$ cat src/rtl/fu_wb_scheduler_pkg.sv
// Shared types for the writeback scheduler: FU ids, default latencies,
// reservation-table entry and the FU-to-latency mapping.
package fu_sched_pkg;

   localparam logic [2:0] FU_NONE = 3'd0;
   localparam logic [2:0] FU_ALU  = 3'd1;
   localparam logic [2:0] FU_MEM  = 3'd2;
   localparam logic [2:0] FU_MUL  = 3'd3;
   localparam logic [2:0] FU_DIV  = 3'd4;
   localparam logic [2:0] FU_JUMP = 3'd5;

   localparam int unsigned DEF_LAT_ALU  = 1;
   localparam int unsigned DEF_LAT_MEM  = 2;
   localparam int unsigned DEF_LAT_MUL  = 7;
   localparam int unsigned DEF_LAT_DIV  = 24;
   localparam int unsigned DEF_LAT_JUMP = 2;

   typedef struct packed {
      logic       valid;
      logic [2:0] fu;
      logic [4:0] rd;
      logic       wen;
   } slot_t;

   localparam int SLOT_W = $bits(slot_t);

   // Latencies are passed in so parameter overrides on the top are honoured.
   function automatic int unsigned fu_lat(input logic [2:0] fu,
                                          input int unsigned l_alu, input int unsigned l_mem,
                                          input int unsigned l_mul, input int unsigned l_div,
                                          input int unsigned l_jump);
      case (fu)
         FU_ALU:  return l_alu;
         FU_MEM:  return l_mem;
         FU_MUL:  return l_mul;
         FU_DIV:  return l_div;
         FU_JUMP: return l_jump;
         default: return 0;
      endcase
   endfunction

   function automatic logic fu_is_real(input logic [2:0] fu);
      return (fu >= FU_ALU) && (fu <= FU_JUMP);
   endfunction

endpackage

$ cat src/rtl/fu_wb_scheduler_wb_slot_table.sv
// Writeback reservation table: shifts toward slot[0] every cycle, with one
// insert port that overrides the shifted value at its index.
module wb_slot_table
   import fu_sched_pkg::*;
#(
   parameter int unsigned DEPTH = 32,
   localparam int IW = $clog2(DEPTH)
) (
   input  logic          clk,
   input  logic          rst,
   input  logic          ins_en,
   input  logic [IW-1:0] ins_idx,
   input  slot_t         ins_entry,
   input  logic [IW-1:0] rd_idx,
   output slot_t         slot0,
   output slot_t         slotk
);

   slot_t [DEPTH-1:0] slots;
   slot_t [DEPTH-1:0] slots_nxt;

   always_comb begin
      slots_nxt = slots >> SLOT_W;
      if (ins_en) slots_nxt[ins_idx] = ins_entry;
   end

   always_ff @(posedge clk or negedge rst) begin
      if (!rst) slots <= '0;
      else      slots <= slots_nxt;
   end

   assign slot0 = slots[0];
   assign slotk = slots[rd_idx];

endmodule

$ cat src/rtl/fu_wb_scheduler.sv
// Issue-stage scheduler for five fixed-latency FUs sharing one writeback port.
// Optional perf counters under FU_PERF_CNT_EN.
module fu_wb_scheduler
   import fu_sched_pkg::*;
#(
   parameter int unsigned DEPTH    = 32,
   parameter int unsigned LAT_ALU  = DEF_LAT_ALU,
   parameter int unsigned LAT_MEM  = DEF_LAT_MEM,
   parameter int unsigned LAT_MUL  = DEF_LAT_MUL,
   parameter int unsigned LAT_DIV  = DEF_LAT_DIV,
   parameter int unsigned LAT_JUMP = DEF_LAT_JUMP
) (
   input  logic        clk,
   input  logic        rst,
   input  logic        issue_valid,
   input  logic [2:0]  issue_fu,
   input  logic [4:0]  issue_rd,
   input  logic        issue_wen,
   input  logic [4:0]  issue_rs1,
   input  logic [4:0]  issue_rs2,
   input  logic        issue_rs1_used,
   input  logic        issue_rs2_used,
   input  logic        flush,
   output logic        issue_grant,
   output logic        stall,
   output logic        haz_raw,
   output logic        haz_waw,
   output logic        haz_struct,
   output logic        wb_valid,
   output logic [2:0]  wb_fu,
   output logic [4:0]  wb_rd,
   output logic        wb_wen,
   output logic [31:0] reg_busy,
   output logic [5:0]  fu_busy
`ifdef FU_PERF_CNT_EN
   ,
   output logic [31:0] cnt_grant,
   output logic [31:0] cnt_raw,
   output logic [31:0] cnt_waw,
   output logic [31:0] cnt_struct
`endif
);

   localparam int IW = $clog2(DEPTH);

   logic [IW-1:0] look_idx, ins_idx;
   logic          is_real, fu_sel_busy, ins_en;
   slot_t         slot0, slotk, new_entry;
   logic [31:0]   rb_nxt;
   logic [5:0]    fb_nxt;

   always_comb begin
      look_idx = IW'(fu_lat(issue_fu, LAT_ALU, LAT_MEM, LAT_MUL, LAT_DIV, LAT_JUMP));
      ins_idx  = look_idx - IW'(1);
   end

   wb_slot_table #(.DEPTH(DEPTH)) u_tbl (
      .clk       (clk),
      .rst       (rst),
      .ins_en    (ins_en),
      .ins_idx   (ins_idx),
      .ins_entry (new_entry),
      .rd_idx    (look_idx),
      .slot0     (slot0),
      .slotk     (slotk)
   );

   always_comb begin
      fu_sel_busy = 1'b0;
      for (int i = 1; i < 6; i++)
         if (issue_fu == 3'(i)) fu_sel_busy = fu_busy[i];
   end

   assign is_real    = fu_is_real(issue_fu);
   assign haz_raw    = (issue_rs1_used && issue_rs1 != 5'd0 && reg_busy[issue_rs1]) ||
                       (issue_rs2_used && issue_rs2 != 5'd0 && reg_busy[issue_rs2]);
   assign haz_waw    = issue_wen && issue_rd != 5'd0 && reg_busy[issue_rd];
   assign haz_struct = is_real && (fu_sel_busy || slotk.valid);

   // Non-table FU ids only wait for their sources; they never write back.
   assign issue_grant = rst && issue_valid && !flush && !haz_raw &&
                        !(is_real && (haz_waw || haz_struct));
   assign stall       = issue_valid && !issue_grant && !flush;
   assign ins_en      = issue_grant && is_real;

   always_comb begin
      new_entry.valid = 1'b1;
      new_entry.fu    = issue_fu;
      new_entry.rd    = issue_rd;
      new_entry.wen   = issue_wen && issue_rd != 5'd0;
   end

   assign wb_valid = slot0.valid;
   assign wb_fu    = slot0.fu;
   assign wb_rd    = slot0.rd;
   assign wb_wen   = slot0.wen;

   // Clear on retire first, then set on grant so a same-edge grant wins.
   always_comb begin
      fb_nxt = fu_busy;
      rb_nxt = reg_busy;
      for (int i = 1; i < 6; i++) begin
         if (slot0.valid && slot0.fu == 3'(i)) fb_nxt[i] = 1'b0;
         if (ins_en && issue_fu == 3'(i))      fb_nxt[i] = 1'b1;
      end
      fb_nxt[0] = 1'b0;
      if (slot0.valid && slot0.wen) rb_nxt[slot0.rd] = 1'b0;
      if (ins_en && new_entry.wen)  rb_nxt[issue_rd] = 1'b1;
   end

   always_ff @(posedge clk or negedge rst) begin
      if (!rst) begin
         fu_busy  <= '0;
         reg_busy <= '0;
      end else begin
         fu_busy  <= fb_nxt;
         reg_busy <= rb_nxt;
      end
   end

`ifdef FU_PERF_CNT_EN
   logic inc_raw, inc_waw, inc_struct;

   assign inc_raw    = stall && haz_raw;
   assign inc_waw    = stall && !haz_raw && haz_waw;
   assign inc_struct = stall && !haz_raw && !haz_waw && haz_struct;

   always_ff @(posedge clk or negedge rst) begin
      if (!rst) begin
         cnt_grant  <= '0;
         cnt_raw    <= '0;
         cnt_waw    <= '0;
         cnt_struct <= '0;
      end else begin
         if (issue_grant && cnt_grant  != '1) cnt_grant  <= cnt_grant  + 32'd1;
         if (inc_raw     && cnt_raw    != '1) cnt_raw    <= cnt_raw    + 32'd1;
         if (inc_waw     && cnt_waw    != '1) cnt_waw    <= cnt_waw    + 32'd1;
         if (inc_struct  && cnt_struct != '1) cnt_struct <= cnt_struct + 32'd1;
      end
   end
`endif

endmodule

$ cat config.mk
export PLATFORM = sky130hd
export DESIGN_NAME = fu_wb_scheduler
export DESIGN_NICKNAME = d
export VERILOG_FILES = /design/src/rtl/fu_wb_scheduler_pkg.sv /design/src/rtl/fu_wb_scheduler_wb_slot_table.sv /design/src/rtl/fu_wb_scheduler.sv
export SDC_FILE = /design/constraint.sdc
export NUM_CORES = 1
export LEC_CHECK = 0
export ABC_AREA = 1
export ABC_CLOCK_PERIOD_IN_PS = 2200
export BUFFER_PORTS_ARGS = -buffer_cell sky130_fd_sc_hd__buf_4
export CAP_MARGIN = 20
export CORE_MARGIN = 3
export CORE_UTILIZATION = 35
export CTS_BUF_LIST = sky130_fd_sc_hd__clkbuf_4 sky130_fd_sc_hd__clkbuf_8
export CTS_CLUSTER_DIAMETER = 120
export DETAILED_ROUTE_END_ITERATION = 8
export PLACE_DENSITY = 0.6
export SLEW_MARGIN = 20
export SYNTH_ARGS = -nofsm -noshare
export SYNTH_HDL_FRONTEND = slang
export SYNTH_SLANG_ARGS = --single-unit
$ cat constraint.sdc
create_clock -name clk -period 2.2 [get_ports clk]
set_input_delay 0.11 -clock clk [delete_from_list [all_inputs] [get_ports clk]]
set_output_delay 0.11 -clock clk [all_outputs]
set_load 0.005 [all_outputs]
[Yosys cells after proc, flatten, opt, wreduce, memory -nomap -nowiden]
Index checks and enable logic that the tools add are counted.
Word-level totals
  input bits: 25
  register bits after elaboration: 357
  word-level logic and storage cells: 240
  output and inout bits: 53
Operators by class
  multiplexer cells: 34
  equal/unequal tests: 10
  bitwise gates (word level): 3
  magnitude comparators: 11
  reduce and logical (&&, ||, !) cells: 47
  add/sub/neg operators: 1
Operator list (number)
  $bwmux 320: 1
  $mux 320: 1
  $mux 32: 2
  $bmux 10 s5: 1
  $demux 10 s5: 1
  $lt 5x6->1 const B: 6
  $and 32x32->32: 1
  $not 32->32: 1
  $or 32x32->32: 1
  $logic_and 1x1->1: 31
  $mux 1: 20
  $mux 10: 2
  $pmux 5 s4: 1
  $bmux 1 s5: 3
  $ge 5x1->1 const B: 3
  $reduce_bool 5->1: 3
  $eq 3x2->1 const B: 4
  $eq 3x3->1 const B: 4
  $demux 1 s5: 2
  $reduce_bool 2->1: 5
  $eq 3x1->1 const B: 2
  $sub 5x1->5 const B: 1
  $logic_not 1->1: 4
  $ge 3x1->1 const B: 1
  3 further kinds: 5

[Longest topological paths before layout]
Gate-level depths: netlist of the first run.
  word-level depth: 15
  mapped depth: 17
  gate-level depth less buffers: 14

[Hierarchy]
From an unflattened synthesis of the first run, not the netlist that was laid out.
Unflattened totals
  cell total of the unflattened synthesis: 2420
  area, all modules: 17888.4 µm²
Modules (own cells, without submodules)
  wb_slot_table: cells an instance 1876, instances 1, seq. area each 8007.7 µm², area an instance 14702.9 µm²
  fu_wb_scheduler: cells an instance 544, instances 1, seq. area each 925.9 µm², area an instance 3185.6 µm²

[Worst setup path before layout of the first run]
No wires, ideal clock.
  path kind: register to register
  start point: register reg_busy[7]
  end point: register u_tbl.slots (netlist bit u_tbl.slot0[7])
  setup slack: 0.381 ns
  path buffers: 2
  arrival: 1.700 ns
  library setup time: 0.119 ns
  stages on the path, launching flop included: 14
  cell sequence: dfrtp_1 > nand2_1 > o21ai_0 > nor2_1 > nor2_1 > nor2_1 > nand2_1 > nand3_1 > nand2_1 > nor2_1 > nand3_2 > buf_6 > buf_6 > o21a_1
RTL lines
  start: declaration: RTL line fu_wb_scheduler.sv:33  | output logic [31:0] reg_busy,
  start signal: assignment: RTL line fu_wb_scheduler.sv:117  | reg_busy <= rb_nxt;
  end signal: assignment: RTL line fu_wb_scheduler_wb_slot_table.sv:29  | else slots <= slots_nxt;
  end: declaration: RTL line fu_wb_scheduler_wb_slot_table.sv:19  | slot_t [DEPTH-1:0] slots;

[Final worst setup path of the first run]
  start point: register reg_busy[29]
  end point: output stall
On the way
  longest elaborated chain between the ends: 10
  elaborated cells on any way between the ends: 19
RTL lines
  $bmux 1 s5 (on tied branches): RTL line fu_wb_scheduler.sv:75, fu_wb_scheduler.sv:76, fu_wb_scheduler.sv:77
  $mux 1 (on tied branches): RTL line fu_wb_scheduler.sv:75, fu_wb_scheduler.sv:76, fu_wb_scheduler.sv:77
  $logic_and 1x1->1 (on tied branches): RTL line fu_wb_scheduler.sv:75, fu_wb_scheduler.sv:76, fu_wb_scheduler.sv:77
  $logic_or 1x1->1 (on tied branches): RTL line fu_wb_scheduler.sv:75, fu_wb_scheduler.sv:82
  $logic_not 1->1 or $logic_and 1x1->1 (tied branches): RTL line fu_wb_scheduler.sv:81, fu_wb_scheduler.sv:82
  $logic_and 1x1->1 or $logic_not 1->1 (tied branches): RTL line fu_wb_scheduler.sv:81, fu_wb_scheduler.sv:82
  $logic_and 1x1->1 *: RTL line fu_wb_scheduler.sv:81  | assign issue_grant = rst && issue_valid && !flush && !haz_raw &&
  $logic_not 1->1 *: RTL line fu_wb_scheduler.sv:83  | assign stall = issue_valid && !issue_grant && !flush;
  $logic_and 1x1->1 * (2 in series): RTL line fu_wb_scheduler.sv:83
  end: declaration: RTL line fu_wb_scheduler.sv:25  | output logic stall,
Every way passes the cells marked *; elsewhere a longest branch is shown, timed or not. The select of a mux whose other input is x is not followed.

==> reports/summary.txt, run 1 <==
===========================================================================================
DRC viols ....................................................................            0
RSZ-0062 raised after global routing .........................................         true
Final Hold Vio Count .........................................................            0
Top cell type's share of synthesized area ....................................        0.637
Via count ....................................................................         9648
Total power consumption of the routed design .................................     15000 µW
Unique cell type count in the Yosys netlist ..................................           31
Die outline height ...........................................................       206 µm
Hold path endpoint ........................................................... fu_busy[5]$_DFFE_PN0P_
Final period util ............................................................         1.13
Register bit total from synthesis ............................................          357
WHS ..........................................................................    0.0306 ns
Gpl congestion ...............................................................        0.896
Finish-stage setup viols .....................................................           74
Failing checks ............................................................... negative setup slack
Number of primary I/O pins ...................................................           78
Horizontal extent of the die .................................................       206 µm
Placeable core region ........................................................    39100 µm²
Portion of total power attributed to combinational logic .....................        0.099
Sequential element share of the synthesized area .............................        0.637
Start point of the worst min-delay path ......................................  issue_fu[0]
First-pass GRT wire length ...................................................     50300 µm
Post-Synth XOR/XNOR Area .....................................................            0
Final-layout setup total negative slack ......................................     -3.27 ns
Placed wire-length estimate ..................................................     20700 µm
Largest delay contributor family on the critical path ........................ simple AND/OR/NAND/NOR gates
Status ....................................................................... finished, violations left
Final wirelength .............................................................     33000 µm
Leading cell types by total area after synthesis ............................. dfrtp_1 (64%), nand2_1 (9.0%), clkbuf_1 (6.2%), o21ai_0 (3.9%), inv_1 (3.6%)
Critical R2R Capture ......................................................... u_tbl.slots[236]$_DFF_PN0_
Register share of total power ................................................        0.483
Reg2reg setup slack ..........................................................     -0.11 ns
Library cell with the largest summed area after synthesis ....................      dfrtp_1
Antenna diode count ..........................................................            0
Depth of the worst hold-timing path ..........................................            4
Pin count of the biggest net entering global routing .........................          161
Largest family of logic cells by synthesized area ............................ simple AND/OR/NAND/NOR gates
Post-synthesis compound-gate area fraction ...................................        0.108
Area growth from synthesis to layout .........................................        26.3%
Reg2reg start ................................................................ reg_busy[5]$_DFF_PN0_
Buffers & Inverters on Critical Path .........................................            3
Vias in the first global route ...............................................         9509
Adder and majority cell fraction of the synthesized area .....................      0.00178
Post-synthesis instance area .................................................    14000 µm²
Commonest non-fill, non-tap cell in the layout ...............................      dfrtp_1
Clock Sink Count .............................................................          357
Cell seen most often among critical-path stages ..............................      nand2_1
Length of the first detailed-routing pass in iterations ......................            5
Worst clock skew on the final layout .........................................    0.0526 ns
Fmax .........................................................................      401 MHz
Clock buffers created by TritonCTS ...........................................           57
Full die area ................................................................    42500 µm²
Static Leak ..................................................................   0.00860 µW
Min-delay worst type ......................................................... input port to flop
Dominant register cell in the synthesized netlist ............................      dfrtp_1
Tightest Pin Transition ......................................................     0.858 ns
Maximum net fanout on the critical path ......................................            2
H-Tree Depth .................................................................            2
Share of flip-flops with an asynchronous set or reset after synthesis ........         1.00
Int Power ....................................................................     11300 µW
TritonCTS clock tree .........................................................         done
Initial core utilization .....................................................        0.359
Commonest cells after routing, fill and taps aside ........................... dfrtp_1 (352), nand2_1 (263), buf_4 (163), inv_1 (122), clkbuf_8 (79)
Fraction of synthesized area in multiplexers .................................      0.00285
Non-filler cells in the finished layout ......................................         2081
Initial antenna violation count ..............................................            0
Number of enable-type register cells in the synthesized netlist ..............            0
GRT Residual Overflow ........................................................            0
Worst ir drop on vdd .........................................................       557 µV
Master cell of the clock root buffer .........................................     clkbuf_8
Yosys warning count ..........................................................            0
Fraction of power consumed by the clock network ..............................        0.418
Layout cells sized above 1 ...................................................        0.305
Time the final worst path needs with I/O delays and setup ....................      2.49 ns
Area share of and/or/nand/nor cells after synthesis ..........................        0.129
Cell Rows ....................................................................           72
WP data required .............................................................      2.09 ns
Gr usage total ...............................................................        0.149
Number of design-rule violations left by the first detailed-router iteration .          724
Crit end category ............................................................  output port
Max-cap violations ...........................................................            0
Slack of the critical path ...................................................    -0.293 ns
Placed Instances .............................................................         1922
Switching share of total power ...............................................        0.246
Final slew viol count ........................................................            0
Post-DR wirelength/cell ......................................................      15.9 µm
Startpoint kind of the worst setup timing path ...............................         flop
Number of nets with antenna violations after routing .........................            0
Sw Pwr .......................................................................      3700 µW
Post-synthesis cell count ....................................................         1485
Slowest library cell on the worst path .......................................      dfrtp_1
Clock latency at the later pin of the worst-skew pair ........................      0.64 ns
Count of nets after finishing ................................................         1544
Crit-path cells .............................................................. buf_6 -> nand2_2 -> nand2_2 -> nand2_1 -> nand2_1 -> nand2_1 -> nand2_1 -> nor2_1 -> a21oi_2 -> nor2_2 -> buf_4 -> o21a_4 -> nor2_2 -> buf_4
Crit path kind ............................................................... flop to output port
Worst endpoint data arrival time .............................................      2.38 ns
IO Port Bufs .................................................................           76
Clk pin slew, worst setup/hold paths .........................................      0.06 ns
Worst relative slew slack ....................................................        0.428
Buffer depth of the longest clock path .......................................            3
Maximum cell stage delay along the critical path .............................      0.38 ns
Reg2Reg Depth ................................................................           15
Power density over the cells .................................................   848 nW/µm²
Mean post-synth cell area ....................................................     9.44 µm²
Via density ..................................................................         4.64
===========================================================================================
cell families after synthesis:
logic type      Yosys count
simple gates            453
mux                       4
compound gates          260
fa+ha+maj                 2
flops                   357
other cells               1
buf+inv                 408
routing by layer:
layer,vias to the layer above,global-route usage,part of all wire
met5,-,0,0
met4,0,0.0502,0.023
met3,73,0.0304,0.061
met2,272,0.234,0.46
met1,4770,0.208,0.46
li1,4533,-,-
tightest hold or removal path: stages:
cell     delay (ns)
buf_4          0.14
nand3_1        0.15
buf_4          0.14
o22ai_1        0.07
synthesized netlist by cell type, drive strengths merged (4+ instances only):
library cell / n
mux2i: 4
a21oi: 44
nor2: 39
a21boi: 5
o21a: 11
buf: 40
nand3: 51
clkbuf: 230
o21ai: 146
dfrtp: 357
inv: 137
nand2: 336
o21bai: 48
nor3: 23
o22ai: 5
worst max-delay path by stage:
stage	startpoint	endpoint	slack [ns]	cells after the start
4_1_cts	reg_busy[28]$_DFF_PN0_	stall	-0.37	14
3_5_place_dp	reg_busy[2]$_DFF_PN0_	u_tbl.slots[195]$_DFF_PN0_	-0.16	15
2_1_floorplan	reg_busy[7]$_DFF_PN0_	u_tbl.slot0[7]$_DFF_PN0_	0.38	13
5_1_grt	reg_busy[28]$_DFF_PN0_	stall	-0.41	14
6_report	reg_busy[29]$_DFF_PN0_	stall	-0.29	14
3_3_place_gp	reg_busy[2]$_DFF_PN0_	u_tbl.slots[195]$_DFF_PN0_	-0.24	15
layout make-up:
type	count	area, µm²
inverters	138	518
repair buffers	232	2330
fillers	3647	21400
flip-flops and latches	357	8940
clock inverters	13	138
well taps	518	648
multi-input cells	731	3950
clock buffers	92	1180
power groups by stage:
stage | registers (µW) | clock network [µW] | logic, µW
CTS | 7230 | 6500 | 1300
global placement | 7330 | 0 | 1240
floorplan | 7290 | 0 | 785
detailed placement | 7350 | 0 | 1260
finish | 7260 | 6270 | 1490
global route | 7310 | 6790 | 1670
metrics by stage:
| stage | util | setup WS [ns] | instance area [µm²] |
|---|---|---|---|
| detailed placement | 0.386 | -0.164 | 15100 |
| global route | 0.453 | -0.408 | 17700 |
| finish | 0.453 | -0.293 | 17700 |
| global placement | 0.386 | -0.237 | 15100 |
| CTS | 0.426 | -0.372 | 16700 |
| floorplan | - | 0.381 | 14100 |
state kept, by name (all words and copies together), names as in the netlist:
register / cells
fu_busy: 5
u_tbl.slots: 310
reg_busy: 32
u_tbl.slot0: 10
timing repair:
item | in CTS | in global routing
endpoints found under the hold margin | 397 | 2
resized for setup | 28 | 201
gates cloned | 0 | 17
buffers inserted | 5 | 15
setup endpoints to repair | 55 | 77
pin swaps | 3 | 15
hold buffers | 17 | 2
Power figures use the tool's default switching activity.
==> inputs of run 2 (changes only) <==
--- a/config.mk
+++ b/config.mk
@@ -5,7 +5,6 @@
 export SDC_FILE = /design/constraint.sdc
 export NUM_CORES = 1
 export LEC_CHECK = 0
-export ABC_AREA = 1
 export ABC_CLOCK_PERIOD_IN_PS = 2200
 export BUFFER_PORTS_ARGS = -buffer_cell sky130_fd_sc_hd__buf_4
 export CAP_MARGIN = 20
==> run 2 against run 1 <==
Effect of this change: the run still ends with negative setup slack left; synthesized area shrank 9.3%; critical path depth shrank 2; utilization shrank 1.1 points; clock skew shrank 0.025 ns; die area shrank 9.0%; sequential share of layout area grew 6.2 points.
==> reports/summary.txt, run 2 <==
===========================================================================================
Depth of the worst hold-timing path ..........................................            4
Area growth from synthesis to layout .........................................        23.9%
Reg2reg setup slack ..........................................................     -0.77 ns
Worst ir drop on vdd .........................................................       532 µV
Cell Rows ....................................................................           69
Number of enable-type register cells in the synthesized netlist ..............            0
Clock Sink Count .............................................................          357
Max-cap violations ...........................................................            0
Layout cells sized above 1 ...................................................        0.470
Finish-stage setup viols .....................................................          140
Non-filler cells in the finished layout ......................................         1482
Antenna diode count ..........................................................            0
Horizontal extent of the die .................................................       197 µm
Static Leak ..................................................................   0.00693 µW
Mean post-synth cell area ....................................................     13.3 µm²
H-Tree Depth .................................................................            2
Clock buffers created by TritonCTS ...........................................           52
Crit-path cells .............................................................. mux4_2 -> mux2i_2 -> o21ai_1 -> o2111ai_2 -> buf_4 -> nor4b_4 -> buf_6 -> buf_8 -> buf_6 -> nand4b_1 -> buf_2 -> mux2_2
Share of flip-flops with an asynchronous set or reset after synthesis ........         1.00
Master cell of the clock root buffer .........................................     clkbuf_8
Worst clock skew on the final layout .........................................    0.0279 ns
Number of flip-flops in the largest register .................................          310
RSZ-0062 raised after global routing .........................................         true
Final slew viol count ........................................................            0
Full die area ................................................................    38700 µm²
Tightest Pin Transition ......................................................     0.910 ns
Buffer depth of the longest clock path .......................................            3
Maximum cell stage delay along the critical path .............................      0.48 ns
Most frequently used cell type in the post-synthesis netlist .................      dfrtp_1
Number of design-rule violations left by the first detailed-router iteration .          380
Placed Instances .............................................................         1372
Post-layout instance area ....................................................    15800 µm²
Min-delay worst type ......................................................... input port to flop
Via density ..................................................................         4.64
Maximum net fanout on the critical path ......................................            7
IO Port Bufs .................................................................           76
Failing checks ............................................................... negative setup slack
DRC viols ....................................................................            0
Cell seen most often among critical-path stages ..............................        buf_6
Top post-synthesis cells by count ............................................ dfrtp_1 (357), clkbuf_1 (234), o21ai_0 (68)
Reg2reg start ................................................................ reg_busy[28]$_DFF_PN0_
Flip-flop and latch area .....................................................     8930 µm²
Vias in the first global route ...............................................         7197
Length of the first detailed-routing pass in iterations ......................            5
Number of nets with antenna violations after routing .........................            0
GRT Residual Overflow ........................................................            0
Placed wire-length estimate ..................................................     16300 µm
Die outline height ...........................................................       197 µm
Post-synthesis cell count ....................................................          953
Total power consumption of the routed design .................................     13500 µW
Unique cell type count in the Yosys netlist ..................................           53
Register bit total from synthesis ............................................          357
Slack of the critical path ...................................................    -0.774 ns
Post-synthesis instance area .................................................    12700 µm²
Final wirelength .............................................................     26000 µm
Fillers ......................................................................         3217
Startpoint kind of the worst setup timing path ...............................         flop
Fmax .........................................................................      336 MHz
Count of nets after finishing ................................................         1019
Crit end category ............................................................         flop
First-pass GRT wire length ...................................................     40500 µm
Number of primary I/O pins ...................................................           78
Gpl congestion ...............................................................        0.870
Status ....................................................................... finished, violations left
Power density over the cells .................................................   859 nW/µm²
Yosys warning count ..........................................................            0
Clk pin slew, worst setup/hold paths .........................................      0.06 ns
TritonCTS clock tree .........................................................         done
Clock latency at the later pin of the worst-skew pair ........................      0.58 ns
Library cell with the largest summed area after synthesis ....................      dfrtp_1
Final Core Density ...........................................................        0.442
Via count ....................................................................         6870
Most flop-heavy register .....................................................  u_tbl.slots
Critical R2R Capture ......................................................... u_tbl.slots[33]$_DFF_PN0_
Area taken by multi-input logic gates ........................................     3300 µm²
Leading cell types by total area after synthesis ............................. dfrtp_1 (70%), clkbuf_1 (6.9%), mux2_2 (5.9%), mux4_2 (3.2%), o21ai_0 (2.7%)
Worst relative slew slack ....................................................        0.390
Sequential element share of the synthesized area .............................        0.702
Reg2Reg Depth ................................................................           12
Hold path endpoint ........................................................... fu_busy[1]$_DFFE_PN0P_
Dominant register cell in the synthesized netlist ............................      dfrtp_1
Worst endpoint data arrival time .............................................      3.44 ns
Placeable core region ........................................................    35700 µm²
Initial antenna violation count ..............................................            0
Gr usage total ...............................................................        0.133
WP data required .............................................................      2.66 ns
Post-DR wirelength/cell ......................................................      17.5 µm
Placement-stage cell area ....................................................    13900 µm²
Commonest non-fill, non-tap cell in the layout ...............................      dfrtp_1
Commonest cells after routing, fill and taps aside ........................... dfrtp_1 (356), buf_4 (179), clkbuf_8 (61), mux2_2 (44), o21ai_0 (35)
Time the final worst path needs with I/O delays and setup ....................      2.97 ns
Top cell type's share of synthesized area ....................................        0.702
Pin count of the biggest net entering global routing .........................          167
Slowest library cell on the worst path .......................................       mux4_2
Initial core utilization .....................................................        0.357
Final Hold Vio Count .........................................................            0
Start point of the worst min-delay path ......................................  issue_fu[0]
Final period util ............................................................         1.35
Crit path kind ............................................................... flop to flop
===========================================================================================
==> run 2: per-stage QoR <==
step	TNS, ns	setup slack, ns	hold WS, ns
after floorplan	-39.19	-0.508	-0.186
after global placement	-81.86	-0.797	0.154
after detailed placement	-77.88	-0.753	0.168
after CTS	-83.65	-0.780	0.0379
after global routing	-99.46	-0.868	0.0731
final	-85.06	-0.774	0.0921
==> run 2: power breakdown <==
| group | total (µW) | internal [µW] | switching, µW |
|---|---|---|---|
| Combinational | 1260 | 668 | 597 |
| Sequential | 7130 | 6950 | 178 |
| Clock | 5130 | 2780 | 2350 |
==> run 2: metal layers <==
| layer | vias up | part of all wire | global-route usage |
|---|---|---|---|
| met2 | 223 | 0.46 | 0.203 |
| met3 | 56 | 0.062 | 0.0338 |
| met1 | 3523 | 0.45 | 0.188 |
| met4 | 0 | 0.028 | 0.0483 |
| li1 | 3068 | - | - |
| met5 | - | 0 | 0 |
==> run 2: repair_timing <==
action,CTS,global route
cloned,3,1
hold endpoints to repair,38,0
pin swaps,12,39
setup buffers,10,9
hold buffers,7,0
endpoints found under the setup margin,141,141
resized for setup,60,118
==> run 2: kinds of logic after synthesis <==
logic type | share of synthesized area
mux | 0.101
fa+ha+maj | 0.00197
simple gates | 0.0684
other cells | 0.000295
buf+inv | 0.0800
compound gates | 0.0457
flops | 0.702
==> run 2: layout make-up <==
cell class | instances | area share
Clock inverter | 6 | 0.00357
Sequential cell | 357 | 0.567
Multi-Input combinational cell | 349 | 0.209
Tap cell | 461 | 0.0366
Timing Repair Buffer | 223 | 0.120
Clock buffer | 77 | 0.0609
Inverter | 9 | 0.00214
==> run 2: worst max-delay path by stage <==
stage | startpoint | end | slack [ns] | cells past startpoint
6_report | reg_busy[28]$_DFF_PN0_ | u_tbl.slots[33]$_DFF_PN0_ | -0.77 | 12
5_1_grt | reg_busy[23]$_DFF_PN0_ | u_tbl.slots[33]$_DFF_PN0_ | -0.87 | 12
3_3_place_gp | u_tbl.slots[79]$_DFF_PN0_ | u_tbl.slots[11]$_DFF_PN0_ | -0.80 | 8
4_1_cts | reg_busy[28]$_DFF_PN0_ | stall | -0.78 | 10
2_1_floorplan | reg_busy[11]$_DFF_PN0_ | u_tbl.slots[230]$_DFF_PN0_ | -0.51 | 7
3_5_place_dp | u_tbl.slots[79]$_DFF_PN0_ | u_tbl.slots[232]$_DFF_PN0_ | -0.75 | 9
==> run 2: critical path: cells and delay by family (launching register included) <==
family,cells,cell delay (ns)
AO/OA/AOI/OAI,2,0.32
buffers and inverters,5,0.78
flip-flops,1,0.43
multiplexers,3,0.99
AND/OR/NAND/NOR,2,0.35
